==> src/rtl/proc_ctrl_pkg.sv <==
// Shared types for the processor control blocks.
// Injected-op encodings and interrupt sequencer states.
package proc_ctrl_pkg;

    typedef enum logic [1:0] {
        NOP  = 2'd0,
        PUSH = 2'd1,
        READ = 2'd2
    } inject_op_t;

    typedef enum logic [2:0] {
        IDLE,
        DRAIN,
        PUSH_HI,
        PUSH_LO,
        VEC_HI,
        VEC_LO,
        WAIT_VEC,
        REDIRECT
    } int_state_t;

    localparam logic [15:0] VECTOR_ADDR_DEFAULT = 16'h0000;

endpackage

==> src/rtl/interrupt_sequencer_if.sv <==
// Injection bus between the sequencer and decode/memory.
// master drives injected ops; slave returns read data.
interface interrupt_sequencer_if;
    import proc_ctrl_pkg::*;

    logic        inject_valid;
    inject_op_t  inject_op;
    logic [15:0] inject_data;
    logic [15:0] mem_rdata;
    logic        mem_rdata_valid;

    modport master (
        output inject_valid,
        output inject_op,
        output inject_data,
        input  mem_rdata,
        input  mem_rdata_valid
    );

    modport slave (
        input  inject_valid,
        input  inject_op,
        input  inject_data,
        output mem_rdata,
        output mem_rdata_valid
    );

endinterface

==> src/rtl/int_pending_latch.sv <==
// Rising-edge detector with a one-deep pending flag.
// Clear wins over a coincident set.
module int_pending_latch (
    input  logic clk,
    input  logic rst,
    input  logic sig,
    input  logic clr,
    output logic pending
);

    logic prev;

    // Sample the request and hold one pending edge
    always_ff @(posedge clk or posedge rst) begin
        if (rst) begin
            prev    <= 1'b0;
            pending <= 1'b0;
        end else begin
            prev <= sig;
            if (clr)
                pending <= 1'b0;
            else if (sig && !prev)
                pending <= 1'b1;
        end
    end

endmodule

==> src/rtl/interrupt_sequencer.sv <==
// Interrupt entry/return sequencer: drain, push PC,
// fetch vector, redirect fetch; holds the flag shadow.
module interrupt_sequencer
    import proc_ctrl_pkg::*;
#(
    parameter int          DRAIN_CYCLES = 3,
    parameter logic [15:0] VECTOR_ADDR  = VECTOR_ADDR_DEFAULT
) (
    input  logic                  clk,
    input  logic                  rst,
    input  logic                  interrupt_signal,
    input  logic                  instr_boundary,
    input  logic                  branch_pending,
    input  logic [31:0]           pc_next,
    input  logic [2:0]            flags,
    input  logic                  rti_retire,
    interrupt_sequencer_if.master bus,
    output logic                  stall_fetch,
    output logic                  pc_load,
    output logic [31:0]           pc_load_value,
    output logic                  flags_restore,
    output logic [2:0]            flags_shadow,
    output logic                  in_service
);

    localparam int CW = (DRAIN_CYCLES > 1) ? $clog2(DRAIN_CYCLES) : 1;
    localparam logic [CW-1:0] DRAIN_LOAD = CW'(DRAIN_CYCLES - 1);

    int_state_t  state;
    logic [CW-1:0] drain_cnt;
    logic [1:0]  rd_cnt;
    logic [31:0] saved_pc;
    logic [31:0] vec;
    logic        pending;
    logic        entry;
    logic        vec_win;
    logic        take;
    logic        vec_done;

    int_pending_latch u_pending (
        .clk     (clk),
        .rst     (rst),
        .sig     (interrupt_signal),
        .clr     (pc_load),
        .pending (pending)
    );

    assign entry = pending && !in_service
                && instr_boundary && !branch_pending;
    assign vec_win = (state == VEC_HI) || (state == VEC_LO)
                  || (state == WAIT_VEC);
    assign take = vec_win && bus.mem_rdata_valid
               && (rd_cnt != 2'd2);
    assign vec_done = (rd_cnt == 2'd2)
                   || ((rd_cnt == 2'd1) && take);

    // Sequencer state, vector capture and flag shadow
    always_ff @(posedge clk or posedge rst) begin
        if (rst) begin
            state         <= IDLE;
            drain_cnt     <= '0;
            rd_cnt        <= 2'd0;
            saved_pc      <= '0;
            vec           <= '0;
            flags_shadow  <= '0;
            in_service    <= 1'b0;
            flags_restore <= 1'b0;
        end else begin
            flags_restore <= 1'b0;
            if (rti_retire && in_service) begin
                in_service    <= 1'b0;
                flags_restore <= 1'b1;
            end
            if (take) begin
                rd_cnt <= rd_cnt + 2'd1;
                if (rd_cnt == 2'd0)
                    vec[31:16] <= bus.mem_rdata;
                else
                    vec[15:0] <= bus.mem_rdata;
            end
            unique case (state)
                IDLE: begin
                    if (entry) begin
                        state        <= DRAIN;
                        drain_cnt    <= DRAIN_LOAD;
                        rd_cnt       <= 2'd0;
                        saved_pc     <= pc_next;
                        flags_shadow <= flags;
                        in_service   <= 1'b1;
                    end
                end
                DRAIN: begin
                    if (drain_cnt == '0)
                        state <= PUSH_HI;
                    else
                        drain_cnt <= drain_cnt - 1'b1;
                end
                PUSH_HI:  state <= PUSH_LO;
                PUSH_LO:  state <= VEC_HI;
                VEC_HI:   state <= VEC_LO;
                VEC_LO:   state <= WAIT_VEC;
                WAIT_VEC: if (vec_done) state <= REDIRECT;
                REDIRECT: state <= IDLE;
                default:  state <= IDLE;
            endcase
        end
    end

    assign stall_fetch      = (state != IDLE);
    assign bus.inject_valid = (state != IDLE);
    assign pc_load          = (state == REDIRECT);
    assign pc_load_value    = pc_load ? vec : 32'h0;

    // Decode the injected op and its payload from state
    always_comb begin
        bus.inject_op   = NOP;
        bus.inject_data = 16'h0;
        unique case (state)
            PUSH_HI: begin
                bus.inject_op   = PUSH;
                bus.inject_data = saved_pc[31:16];
            end
            PUSH_LO: begin
                bus.inject_op   = PUSH;
                bus.inject_data = saved_pc[15:0];
            end
            VEC_HI: begin
                bus.inject_op   = READ;
                bus.inject_data = VECTOR_ADDR;
            end
            VEC_LO: begin
                bus.inject_op   = READ;
                bus.inject_data = VECTOR_ADDR + 16'd1;
            end
            default: begin
                bus.inject_op   = NOP;
                bus.inject_data = 16'h0;
            end
        endcase
    end

endmodule

==> src/flat_wrapper.sv <==
// flat-port wrapper written by rule: the top's interface ports become plain ports
module interrupt_sequencer_flat import proc_ctrl_pkg::*;
#(
    parameter int          DRAIN_CYCLES = 3,
    parameter logic [15:0] VECTOR_ADDR  = VECTOR_ADDR_DEFAULT
)
  (clk, rst, interrupt_signal, instr_boundary, branch_pending, pc_next, flags, rti_retire, stall_fetch, pc_load, pc_load_value, flags_restore, flags_shadow, in_service, bus_inject_valid, bus_inject_op, bus_inject_data, bus_mem_rdata, bus_mem_rdata_valid);
  interrupt_sequencer_if bus_i ();
  input  logic clk;
  input  logic rst;
  input  logic interrupt_signal;
  input  logic instr_boundary;
  input  logic branch_pending;
  input  logic [31:0] pc_next;
  input  logic [2:0] flags;
  input  logic rti_retire;
  output logic stall_fetch;
  output logic pc_load;
  output logic [31:0] pc_load_value;
  output logic flags_restore;
  output logic [2:0] flags_shadow;
  output logic in_service;
  output wire logic [$bits(bus_i.inject_valid)-1:0] bus_inject_valid;
  output wire logic [$bits(bus_i.inject_op)-1:0] bus_inject_op;
  output wire logic [$bits(bus_i.inject_data)-1:0] bus_inject_data;
  input wire logic [$bits(bus_i.mem_rdata)-1:0] bus_mem_rdata;
  input wire logic [$bits(bus_i.mem_rdata_valid)-1:0] bus_mem_rdata_valid;
  assign bus_inject_valid = bus_i.inject_valid;
  assign bus_inject_op = bus_i.inject_op;
  assign bus_inject_data = bus_i.inject_data;
  assign bus_i.mem_rdata = bus_mem_rdata;
  assign bus_i.mem_rdata_valid = bus_mem_rdata_valid;
  interrupt_sequencer #(.DRAIN_CYCLES(DRAIN_CYCLES), .VECTOR_ADDR(VECTOR_ADDR)) u_core (.clk(clk), .rst(rst), .interrupt_signal(interrupt_signal), .instr_boundary(instr_boundary), .branch_pending(branch_pending), .pc_next(pc_next), .flags(flags), .rti_retire(rti_retire), .bus(bus_i), .stall_fetch(stall_fetch), .pc_load(pc_load), .pc_load_value(pc_load_value), .flags_restore(flags_restore), .flags_shadow(flags_shadow), .in_service(in_service));
endmodule
==> config.mk <==
export PLATFORM = sky130hd
export DESIGN_NAME = interrupt_sequencer_flat
export DESIGN_NICKNAME = d
export VERILOG_FILES = /design/src/rtl/proc_ctrl_pkg.sv /design/src/rtl/interrupt_sequencer_if.sv /design/src/rtl/int_pending_latch.sv /design/src/rtl/interrupt_sequencer.sv /design/src/flat_wrapper.sv
export SDC_FILE = /design/constraint.sdc
export NUM_CORES = 1
export LEC_CHECK = 0
export ABC_AREA = 1
export CAP_MARGIN = 20
export CORE_ASPECT_RATIO = 0.7
export CORE_MARGIN = 4
export CORE_UTILIZATION = 51
export DETAILED_ROUTE_END_ITERATION = 8
export HOLD_SLACK_MARGIN = 0.02
export PLACE_DENSITY = 0.85
export SLEW_MARGIN = 20
export SYNTH_ARGS = -nofsm -noshare
export SYNTH_HDL_FRONTEND = slang
export SYNTH_SLANG_ARGS = --single-unit
==> constraint.sdc <==
create_clock -name clk -period 3.8 [get_ports clk]
set_input_delay 0.76 -clock clk [delete_from_list [all_inputs] [get_ports clk]]
set_output_delay 0.76 -clock clk [all_outputs]
set_load 0.02 [all_outputs]
== Word-level counts from Yosys, hierarchy flattened ==
Cells that the tools add are included.

* Bits in registers: 78
* Input port bits: 58
* Output and inout port bits: 58
* Logic and storage cells: 74

* Add/sub/neg operators: 2
* Equal/unequal tests: 14
* Mux-type cells: 19
* Bitwise logic cells: 1
* Reductions and logical operators: 27

{| class="wikitable"
|+ Operators by type and width
! kind !! count
|-
| $pmux W16 S3 || 1
|-
| $mux W32 || 1
|-
| $pmux W3 S8 || 1
|-
| $eq A3 B3 Y1 const B || 4
|-
| $mux W2 || 5
|-
| $mux W3 || 3
|-
| $logic_and A1 B1 Y1 || 8
|-
| $pmux W2 S2 || 2
|-
| $eq A3 B2 Y1 const B || 2
|-
| $mux W1 || 6
|-
| $ne A2 B1 Y1 const B || 3
|-
| $reduce_and A2 Y1 || 3
|-
| $reduce_and A3 Y1 || 2
|-
| $logic_not A2 Y1 || 2
|-
| $ne A2 B2 Y1 const B || 2
|-
| $reduce_bool A2 Y1 || 2
|-
| $reduce_or A2 Y1 || 2
|-
| $eq A3 B1 Y1 const B || 1
|-
| $logic_not A1 Y1 || 3
|-
| $logic_not A3 Y1 || 1
|-
| $logic_or A1 B1 Y1 || 3
|-
| $reduce_bool A3 Y1 || 1
|-
| $add A2 B1 Y2 const B || 1
|-
| $eq A2 B1 Y1 const B || 1
|-
| other kinds (3) || 3
|}

== Logic depth before layout (Yosys ltp) ==
Gate-level depths: netlist of run 1.

* Word-level depth: 9
* Depth in mapped cells: 10

== Modules after synthesis ==
Synthesis of run 1 repeated with hierarchy kept, for this count alone.

* Cell total of the unflattened synthesis: 438
* Area total of the unflattened synthesis: 3657.3 µm²

{| class="wikitable"
|+ Modules (own cells, without submodules)
! module !! instances !! cells an instance !! area an instance (µm²) !! seq. area each (µm²)
|-
| interrupt_sequencer || 1 || 431 || 3583.4 || 1901.8
|-
| int_pending_latch || 1 || 7 || 73.8 || 50.0
|}

== Least setup slack after synthesis of run 1 ==
Ideal clock, no wire load.

* Path type: reg2out
* Start point: register u_core.state[0]
* End point: output bus_inject_data[10]
* Data arrival time: 1426 ps
* Slack: 1614 ps
* Stages on the path, launching flop included: 6
* Buffers on the path: 1
* Path through: dfrtp_1 -> inv_1 -> ha_1 -> nand2_2 -> clkbuf_1 -> o21ai_0

* Longest elaborated chain between the ends: 2

{| class="wikitable"
|+ Ends and longest elaborated chain
! item !! line !! text
|-
| start, declared || interrupt_sequencer.sv:29 || <nowiki>int_state_t state;</nowiki>
|-
| start signal, assigned || interrupt_sequencer.sv:60 || <nowiki>state <= IDLE;</nowiki>
|-
| start signal, assigned || interrupt_sequencer.sv:84 || <nowiki>state <= DRAIN;</nowiki>
|-
| start signal, assigned || interrupt_sequencer.sv:94 || <nowiki>state <= PUSH_HI;</nowiki>
|-
| $eq A3 B3 Y1 or $eq A3 B2 Y1 (tied branches) || interrupt_sequencer.sv:118 || <nowiki>unique case (state)</nowiki>
|-
| $pmux W16 S3 * || interrupt_sequencer.sv:118 ||
|-
| end, declared || flat_wrapper.sv:25 || <nowiki>output wire logic [$bits(bus_i.inject_data)-1:0] bus_inject_data;</nowiki>
|}

Every way passes the cells marked *; elsewhere a longest branch is shown, timed or not.

== Worst setup path in the final report of run 1 ==
* Start point: register u_core.state[0]
* End point: output pc_load_value[3]

* Longest elaborated chain between the ends: 2

{| class="wikitable"
|+ Ends and longest elaborated chain
! item !! line !! text
|-
| $eq A3 B3 Y1 || interrupt_sequencer.sv:111 || <nowiki>assign pc_load = (state == REDIRECT);</nowiki>
|-
| $mux W32 || interrupt_sequencer.sv:112 || <nowiki>assign pc_load_value = pc_load ? vec : 32'h0;</nowiki>
|-
| end, declared || flat_wrapper.sv:19 || <nowiki>output logic [31:0] pc_load_value;</nowiki>
|}

Every way passes these cells.

==> metrics.md, run 1 <==
| Metric | Value |
|---|---|
| Number of nets still failing antenna checks after routing | `0` |
| Worst-Skew Late Latency | `350 ps` |
| Number of warning messages in the yosys log | `0` |
| DRC violations left | `0` |
| Effective utilization at floorplan | `53.3%` |
| Detail-routed net length per standard cell | `13.7 um` |
| Highest fanout seen on the critical path | `33` |
| Number of buffers on the longest clock path | `2` |
| Weighted congestion at the end of routability-driven global placement | `0.814` |
| Critical path start-end classification | `reg -> out` |
| Floorplan core area | `7380 um2` |
| PnR Total Power | `3690 uW` |
| Clk sinks | `78` |
| Worst-margin pin slew | `653 ps` |
| Instance count of the mapped netlist | `464` |
| Number of synthesized register bits | `78` |
| Leading post-synthesis cells by cell area | `sky130_fd_sc_hd__dfrtp_1, sky130_fd_sc_hd__nand2_1, sky130_fd_sc_hd__inv_1, sky130_fd_sc_hd__o21ai_2, sky130_fd_sc_hd__nand2_2` |
| P&R area growth vs syn | `33.3%` |
| Combined area of all synthesized cells | `3940 um2` |
| Mean cell area of the mapped netlist | `8.48 um2` |
| Number of max-cap violations | `0` |
| Die Y | `81.5 um` |
| Antenna diodes | `0` |
| Clock edge transition at the registers on the reported setup and hold paths | `80 ps` |
| GR Util All Layers | `20.3%` |
| Post-detail-place hpwl | `6870 um` |
| CTS Buf Count | `9` |
| Highest clock rate | `0.303 GHz` |
| CTS resizes | `0` |
| 1st-pass router iterations | `5` |
| Number of I/O pins | `116` |
| Final clock period utilization by the worst path | `86.8%` |
| Number of nets at the end of the flow | `637` |
| Hold-fix buffer count after cts | `0` |
| P_leak | `0.00253 uW` |
| Final hold violations | `0` |
| Number of buffers inserted by port buffering | `115` |
| Maximum number of pins on one net before global-route repair | `50` |
| Syn Nets | `530` |
| CTS H-tree depth | `3` |
| Unrepaired setup endpoints after global routing | `false` |
| Hold slack | `479 ps` |
| Worst IR drop on VDD | `0.000316 V` |
| Final setup TNS | `0 ps` |
| Number of different library cells in the post-synthesis netlist | `21` |
| Power per Cell Area | `703 nW/um2` |
| Worst relative slew slack | `56.5%` |
| Worst Clk Skew | `15.5 ps` |
| Drt via density | `4.83` |
| DRT Wirelength | `9210 um` |
| Wire length of the first global-routing pass | `14700 um` |
| Hold WC Path Type | `reg -> reg` |
| Total congestion overflow | `0` |
| Result of the run | `completed` |
| Clock tree from TritonCTS | `done` |
| Fraction of layout instances using a drive strength above 1 | `15.8%` |
| Number of global-route vias before repair | `3122` |
| Nature of the critical path startpoint | `flip-flop` |
| Area of the die | `9210 um2` |
| Vias after detailed routing | `3251` |
| Buffers inserted by post-CTS timing repair | `0` |
| Sequential element share of the synthesized area | `49.6%` |
| Count of endpoints failing setup in the final report | `0` |
| Clock root buffer | `sky130_fd_sc_hd__clkbuf_8` |
| Detailed router's first-iteration violation count | `150` |
| Proportion of netlist area held by the largest area contributor | `49.6%` |
| Final-report max-slew violation count | `0` |
| Minimum period implied by the final worst setup slack | `3300 ps` |
| Worst Setup End Kind | `primary output` |
| Die X | `113 um` |
| Row count | `26` |
| Data arrival time at the worst-slack endpoint | `2540 ps` |
| Largest area contributor in the synthesized netlist | `sky130_fd_sc_hd__dfrtp_1` |
| Antenna violations before repair | `0` |
| Required time worst endpoint | `3040 ps` |
-- where the power goes --
group | switching [uW] | total [uW] | internal [uW] | leakage, uW
clock | 294 | 595 | 301 | 0.0000888
combinational | 984 | 1680 | 694 | 0.00146
sequential | 215 | 1410 | 1200 | 0.000978
total | 1490 | 3690 | 2190 | 0.00253
-- stage by stage --
stage	util (%)	setup WS (ps)	instances	area [um2]
6_report	71.0	503	673	5250
3_3_place_gp	68.5	983	658	5060
5_1_grt	71.0	351	673	5250
2_1_floorplan	-	1040	464	3940
4_1_cts	71.0	520	673	5250
3_5_place_dp	68.5	926	658	5060
-- critical path, stage by stage, from the launching register on --
cell                              delay (ps)
sky130_fd_sc_hd__dfrtp_1                 420
sky130_fd_sc_hd__ha_1                    600
sky130_fd_sc_hd__nand2_1                 120
sky130_fd_sc_hd__buf_4                   250
sky130_fd_sc_hd__nor2_1                  140
sky130_fd_sc_hd__clkdlybuf4s50_1         650
-- synth_stat cells --
cell type and count:
sky130_fd_sc_hd__nand2_1 101, sky130_fd_sc_hd__inv_1 81, sky130_fd_sc_hd__dfrtp_1 78, sky130_fd_sc_hd__nor2_1 37, sky130_fd_sc_hd__o21ai_0 35, sky130_fd_sc_hd__nand2_2 32, sky130_fd_sc_hd__o21ai_2 32, sky130_fd_sc_hd__nand3_1 20
sky130_fd_sc_hd__buf_6 11, sky130_fd_sc_hd__ha_1 8, sky130_fd_sc_hd__a21oi_1 6, sky130_fd_sc_hd__buf_2 6, sky130_fd_sc_hd__clkbuf_1 5, sky130_fd_sc_hd__nand2_4 3, sky130_fd_sc_hd__a32o_1 2, sky130_fd_sc_hd__inv_2 2
sky130_fd_sc_hd__buf_4 1, sky130_fd_sc_hd__inv_4 1, sky130_fd_sc_hd__nand3_2 1, sky130_fd_sc_hd__nand4_1 1, sky130_fd_sc_hd__nor2_4 1
-- layout make-up --
class | count | area [um2]
clock buffer | 10 | 128
sequential | 78 | 1950
clock inverter | 5 | 58.8
tap | 98 | 123
timing repair buffer | 119 | 1180
fill | 582 | 2140
multi-input combinational | 279 | 1490
inverter | 84 | 319
-- flip-flops by register name (all words and copies together) (netlist names) --
register                  cells
u_core.u_pending.pending      1
u_core.state                  3
u_core.vec                   32
u_core.drain_cnt              2
u_core.in_service             1
u_core.flags_shadow           3
u_core.rd_cnt                 2
u_core.u_pending.prev         1
u_core.saved_pc              32
u_core.flags_restore          1
-- cell families after synthesis --
logic type      synth area share (%)
simple gates                    22.4
buf+inv                         12.7
flops                           49.6
compound gates                  12.8
fa+ha+maj                       2.54
-- metal layers --
metal,share of wire (%),vias up,routed length (um),GRT usage [%]
met5,0,-,0,0
met3,5.1,12,467,5.15
li1,-,1623,-,-
met1,43,1510,3980,26.2
met2,50,106,4630,34.5
met4,1.4,0,127,5.88
-- cells in the final DEF, fill, tap and decap left out, types with 8 or more instances in the layout --
| cell type | count |
|---|---|
| sky130_fd_sc_hd__clkbuf_8 | 9 |
| sky130_fd_sc_hd__clkdlybuf4s50_1 | 115 |
| sky130_fd_sc_hd__dfrtp_1 | 78 |
| sky130_fd_sc_hd__ha_1 | 8 |
| sky130_fd_sc_hd__inv_1 | 80 |
| sky130_fd_sc_hd__nand2_1 | 101 |
| sky130_fd_sc_hd__nand2_2 | 32 |
| sky130_fd_sc_hd__nand3_1 | 20 |
| sky130_fd_sc_hd__nor2_1 | 37 |
| sky130_fd_sc_hd__o21ai_0 | 35 |
| sky130_fd_sc_hd__o21ai_2 | 32 |
-- worst paths after layout --
kind / from / endpoint / slack (ps) / depth (start not counted)
setup / recovery: u_core.state[0] / pc_load_value[3] / 500 / 5
hold / removal: u_core.saved_pc[2] / u_core.saved_pc[2] / 480 / 2
setup reg to reg: u_core.state[2] / u_core.rd_cnt[0] / 1680 / 7
hold reg to reg: u_core.saved_pc[2] / u_core.saved_pc[2] / 480 / 2
max in group asynchronous: rst / u_core.flags_restore / 2300 / 3
min in group asynchronous: rst / u_core.flags_shadow[2] / 740 / 2
(Power assumes the default switching activity.)
==> run 2: changes to the inputs <==
--- a/config.mk
+++ b/config.mk
@@ -5,15 +5,16 @@
 export SDC_FILE = /design/constraint.sdc
 export NUM_CORES = 1
 export LEC_CHECK = 0
-export ABC_AREA = 1
+export ABC_AREA = 0
 export CAP_MARGIN = 20
 export CORE_ASPECT_RATIO = 0.7
 export CORE_MARGIN = 4
-export CORE_UTILIZATION = 51
+export CORE_UTILIZATION = 50
 export DETAILED_ROUTE_END_ITERATION = 8
 export HOLD_SLACK_MARGIN = 0.02
-export PLACE_DENSITY = 0.85
-export SLEW_MARGIN = 20
+export PLACE_DENSITY = 0.86
+export SKIP_LAST_GASP = 1
+export SLEW_MARGIN = 30
 export SYNTH_ARGS = -nofsm -noshare
 export SYNTH_HDL_FRONTEND = slang
 export SYNTH_SLANG_ARGS = --single-unit
==> run 2 against run 1 <==
Clock power is 3.5% higher. Synthesized cell count fell by 41%. Register-to-register slack got worse by 430 ps. Area after synthesis fell by 8.0%. Routed wire length is 12% lower. Power rose by 0.78%. Largest cell class unchanged. Largest power group unchanged. Highest routed layer unchanged.
==> metrics.md, run 2 <==
| Metric | Value |
|---|---|
| Result of the run | `completed (unchanged)` |
| Worst-margin pin slew | `868 ps (was 653 ps)` |
| Mean cell area of the mapped netlist | `13.1 um2 (was 8.48 um2)` |
| Die X | `110 um (was 113 um)` |
| Cells traversed along the worst timing path | `ha_1 > buf_4 > nor2b_1 > buf_4 > a22o_1 > clkdlybuf4s50_1 (was ha_1 > nand2_1 > buf_4 > nor2_1 > clkdlybuf4s50_1)` |
| 1st-pass router iterations | `4 (was 5)` |
| Unrepaired setup endpoints after global routing | `false (unchanged)` |
| Main flop type after synthesis | `sky130_fd_sc_hd__dfrtp_1 (unchanged)` |
| Highest fanout seen on the critical path | `36 (was 33)` |
| Final setup TNS | `0 ps (unchanged)` |
| Nature of the critical path startpoint | `flip-flop (unchanged)` |
| Post-layout instance count excluding filler cells | `486 (was 673)` |
| Drt via density | `5.22 (was 4.83)` |
| Most frequently used cell type in the post-synthesis netlist | `sky130_fd_sc_hd__dfrtp_1 (was sky130_fd_sc_hd__nand2_1)` |
| GR Util All Layers | `20.1% (was 20.3%)` |
| Final clock period utilization by the worst path | `85.9% (was 86.8%)` |
| Power per Cell Area | `741 nW/um2 (was 703 nW/um2)` |
| Worst relative slew slack | `42.1% (was 56.5%)` |
| Minimum period implied by the final worst setup slack | `3270 ps (was 3300 ps)` |
| Number of warning messages in the yosys log | `0 (unchanged)` |
| Proportion of netlist area held by the largest area contributor | `53.9% (was 49.6%)` |
| Worst reg2reg path startpoint | `u_core.state[2] (unchanged)` |
| Clock tree from TritonCTS | `done (unchanged)` |
| CTS resizes | `0 (unchanged)` |
| Critical path's slowest cell | `sky130_fd_sc_hd__clkdlybuf4s50_1 (unchanged)` |
| DRC violations left | `0 (unchanged)` |
| Maximum number of pins on one net before global-route repair | `46 (was 50)` |
| Number of global-route vias before repair | `2812 (was 3122)` |
| CTS Buf Count | `9 (unchanged)` |
| Number of buffers on the longest clock path | `2 (unchanged)` |
| Detail-routed net length per standard cell | `16.7 um (was 13.7 um)` |
| Effective utilization at floorplan | `52.6% (was 53.3%)` |
| Commonest non-fill, non-tap cells in the layout | `sky130_fd_sc_hd__clkdlybuf4s50_1, sky130_fd_sc_hd__dfrtp_1, sky130_fd_sc_hd__mux2_2 (was sky130_fd_sc_hd__clkdlybuf4s50_1, sky130_fd_sc_hd__nand2_1, sky130_fd_sc_hd__inv_1)` |
| Weighted congestion at the end of routability-driven global placement | `0.726 (was 0.814)` |
| Instance count of the mapped netlist | `276 (was 464)` |
| Worst setup margin | `534 ps (was 503 ps)` |
| Final hold violations | `0 (unchanged)` |
| Combined area of all synthesized cells | `3620 um2 (was 3940 um2)` |
| Endpoint of the lowest-slack register-to-register path | `u_core.vec[12] (was u_core.rd_cnt[0])` |
| Leading post-synthesis cells by cell area | `sky130_fd_sc_hd__dfrtp_1, sky130_fd_sc_hd__mux2_2, sky130_fd_sc_hd__and3_1, sky130_fd_sc_hd__mux2_4, sky130_fd_sc_hd__a22o_1 (was sky130_fd_sc_hd__dfrtp_1, sky130_fd_sc_hd__nand2_1, sky130_fd_sc_hd__inv_1, sky130_fd_sc_hd__o21ai_2, sky130_fd_sc_hd__nand2_2)` |
| Required time worst endpoint | `3040 ps (about the same)` |
| Syn Nets | `342 (was 530)` |
| Vias after detailed routing | `2538 (was 3251)` |
| DRT Wirelength | `8130 um (was 9210 um)` |
| Final-report max-slew violation count | `0 (unchanged)` |
| Share of synthesized flip-flops with an asynchronous set or reset | `100% (unchanged)` |
| Count of endpoints failing setup in the final report | `0 (unchanged)` |
| Wire length of the first global-routing pass | `13800 um (was 14700 um)` |
| Floorplan core area | `6880 um2 (was 7380 um2)` |
| Destination of the worst hold path | `u_core.u_pending.pending (was u_core.saved_pc[2])` |
| Worst-Skew Late Latency | `340 ps (was 350 ps)` |
| Row count | `25 (was 26)` |
| P&R area growth vs syn | `38.5% (was 33.3%)` |
| Worst IR drop on VDD | `0.000427 V (was 0.000316 V)` |
| Number of enable-type register cells in the synthesized netlist | `0 (unchanged)` |
| Total congestion overflow | `0 (unchanged)` |
| Worst Clk Skew | `9.01 ps (was 15.5 ps)` |
| Fraction of layout instances using a drive strength above 1 | `24.2% (was 15.8%)` |
| Biggest registers after layout | `u_core.saved_pc x32, u_core.vec x32 (unchanged)` |
| Reg2reg path depth | `5 (was 7)` |
| Worst Setup End Kind | `primary output (unchanged)` |
| Number of synthesized register bits | `78 (unchanged)` |
| Sequential element share of the synthesized area | `53.9% (was 49.6%)` |
| Clock edge transition at the registers on the reported setup and hold paths | `80 ps (about the same)` |
| Antenna diodes | `0 (unchanged)` |
| Highest clock rate | `0.306 GHz (was 0.303 GHz)` |
| Cell depth of the worst hold path | `2 (unchanged)` |
| Number of different library cells in the post-synthesis netlist | `34 (was 21)` |
| Detailed router's first-iteration violation count | `117 (was 150)` |
| Clock root buffer | `sky130_fd_sc_hd__clkbuf_8 (unchanged)` |
| P_leak | `0.00231 uW (was 0.00253 uW)` |
| Antenna violations before repair | `0 (unchanged)` |
| Most common cell after layout, fill and taps aside | `sky130_fd_sc_hd__clkdlybuf4s50_1 (unchanged)` |
| Number of nets still failing antenna checks after routing | `0 (unchanged)` |
| Post-placement setup slack | `858 ps (was 926 ps)` |
| Worst-case register-to-register setup slack | `1250 ps (was 1680 ps)` |
| Hold path startpoint | `u_core.u_pending.pending (was u_core.saved_pc[2])` |
| Leading cell types by count after synthesis | `sky130_fd_sc_hd__dfrtp_1, sky130_fd_sc_hd__mux2_2, sky130_fd_sc_hd__and3_1 (was sky130_fd_sc_hd__nand2_1, sky130_fd_sc_hd__inv_1, sky130_fd_sc_hd__dfrtp_1)` |
| Hold slack | `496 ps (was 479 ps)` |
| Data arrival time at the worst-slack endpoint | `2510 ps (was 2540 ps)` |
| Number of nets at the end of the flow | `453 (was 637)` |
| Clk sinks | `78 (unchanged)` |
| Die Y | `79.2 um (was 81.5 um)` |
| Number of max-cap violations | `0 (unchanged)` |
| Buffers inserted by post-CTS timing repair | `0 (unchanged)` |
| Largest area contributor in the synthesized netlist | `sky130_fd_sc_hd__dfrtp_1 (unchanged)` |
| Hold-fix buffer count after cts | `0 (unchanged)` |
| Fillers | `475 (was 582)` |
| Area of all placed cells without fillers | `5010 um2 (was 5250 um2)` |
| Hold WC Path Type | `reg -> reg (unchanged)` |
| Number of buffers inserted by port buffering | `115 (unchanged)` |
| Post-detail-place hpwl | `5830 um (was 6870 um)` |
| Area of the die | `8690 um2 (was 9210 um2)` |
| Max incr delay on CP | `620 ps (was 650 ps)` |
| CTS H-tree depth | `3 (unchanged)` |
| Placement Cell Area | `4810 um2 (was 5060 um2)` |
| Placed cell count | `470 (was 658)` |
| Critical path start-end classification | `reg -> out (unchanged)` |
| CP most frequent cell | `sky130_fd_sc_hd__buf_4` |
| Number of I/O pins | `116 (unchanged)` |
## run 2: metrics by stage
step | util [%] | total power (uW)
floorplan | - | 2500
global route | 72.9 | 3970
global placement | 69.9 | 3040
detailed placement | 69.9 | 3120
CTS | 72.9 | 3750
finish | 72.9 | 3720
## run 2: cell type report
| class | count | area, um2 | area share, % |
|---|---|---|---|
| tap | 94 | 118 | 2.35 |
| clock inverter | 5 | 58.8 | 1.17 |
| inverter | 11 | 42.5 | 0.849 |
| multi-input combinational | 166 | 1510 | 30.0 |
| clock buffer | 11 | 141 | 2.82 |
| sequential | 78 | 1950 | 38.9 |
| timing repair buffer | 121 | 1200 | 23.9 |
## run 2: per-layer routing
metal / vias up / GRT usage (%) / wire [um]
li1: 1191 / - / -
met1: 1271 / 25.7 / 3440
met2: 72 / 34.8 / 4170
met3: 4 / 4.79 / 464
met4: 0 / 4.48 / 48
met5: - / 0 / 0
## run 2: cell families (layout without fill, tap and decap cells)
| group | count (synthesis) | in the layout | share of synthesized area [%] |
|---|---|---|---|
| AOI/OAI and AO/OA | 28 | 28 | 5.84 |
| xor gates and xnor gates | 1 | 1 | 0.242 |
| adders and majority gates | 8 | 8 | 2.77 |
| buffers and inverters | 32 | 148 | 4.56 |
| DFF | 78 | 78 | 53.9 |
| muxes | 70 | 70 | 22.7 |
| and+or+nand+nor | 59 | 59 | 9.92 |
## run 2: how the worst max path moves through the flow
| stage | from | to | depth (start not counted) |
|---|---|---|---|
| after floorplan | rst | u_core.drain_cnt[0] | 1 |
| after global placement | instr_boundary | u_core.saved_pc[31] | 4 |
| after detailed placement | instr_boundary | u_core.saved_pc[16] | 4 |
| after CTS | u_core.state[0] | bus_inject_data[1] | 6 |
| after global routing | u_core.state[0] | bus_inject_data[1] | 6 |
| final | u_core.state[0] | bus_inject_data[1] | 6 |
## run 2: power by group
group | leakage [uW] | total, uW | internal, uW | switching, uW
registers | 0.000963 | 1430 | 1220 | 214
clock network | 0.0000955 | 616 | 322 | 295
logic | 0.00126 | 1670 | 901 | 768
total | 0.00231 | 3720 | 2440 | 1280
## run 2: critical path: cells and delay by family (launching register included)
kind            cells  cell delay [ps]
fa+ha+maj           1              160
flops               1              420
buf+inv             3             1160
compound gates      1              190
simple gates        1              240
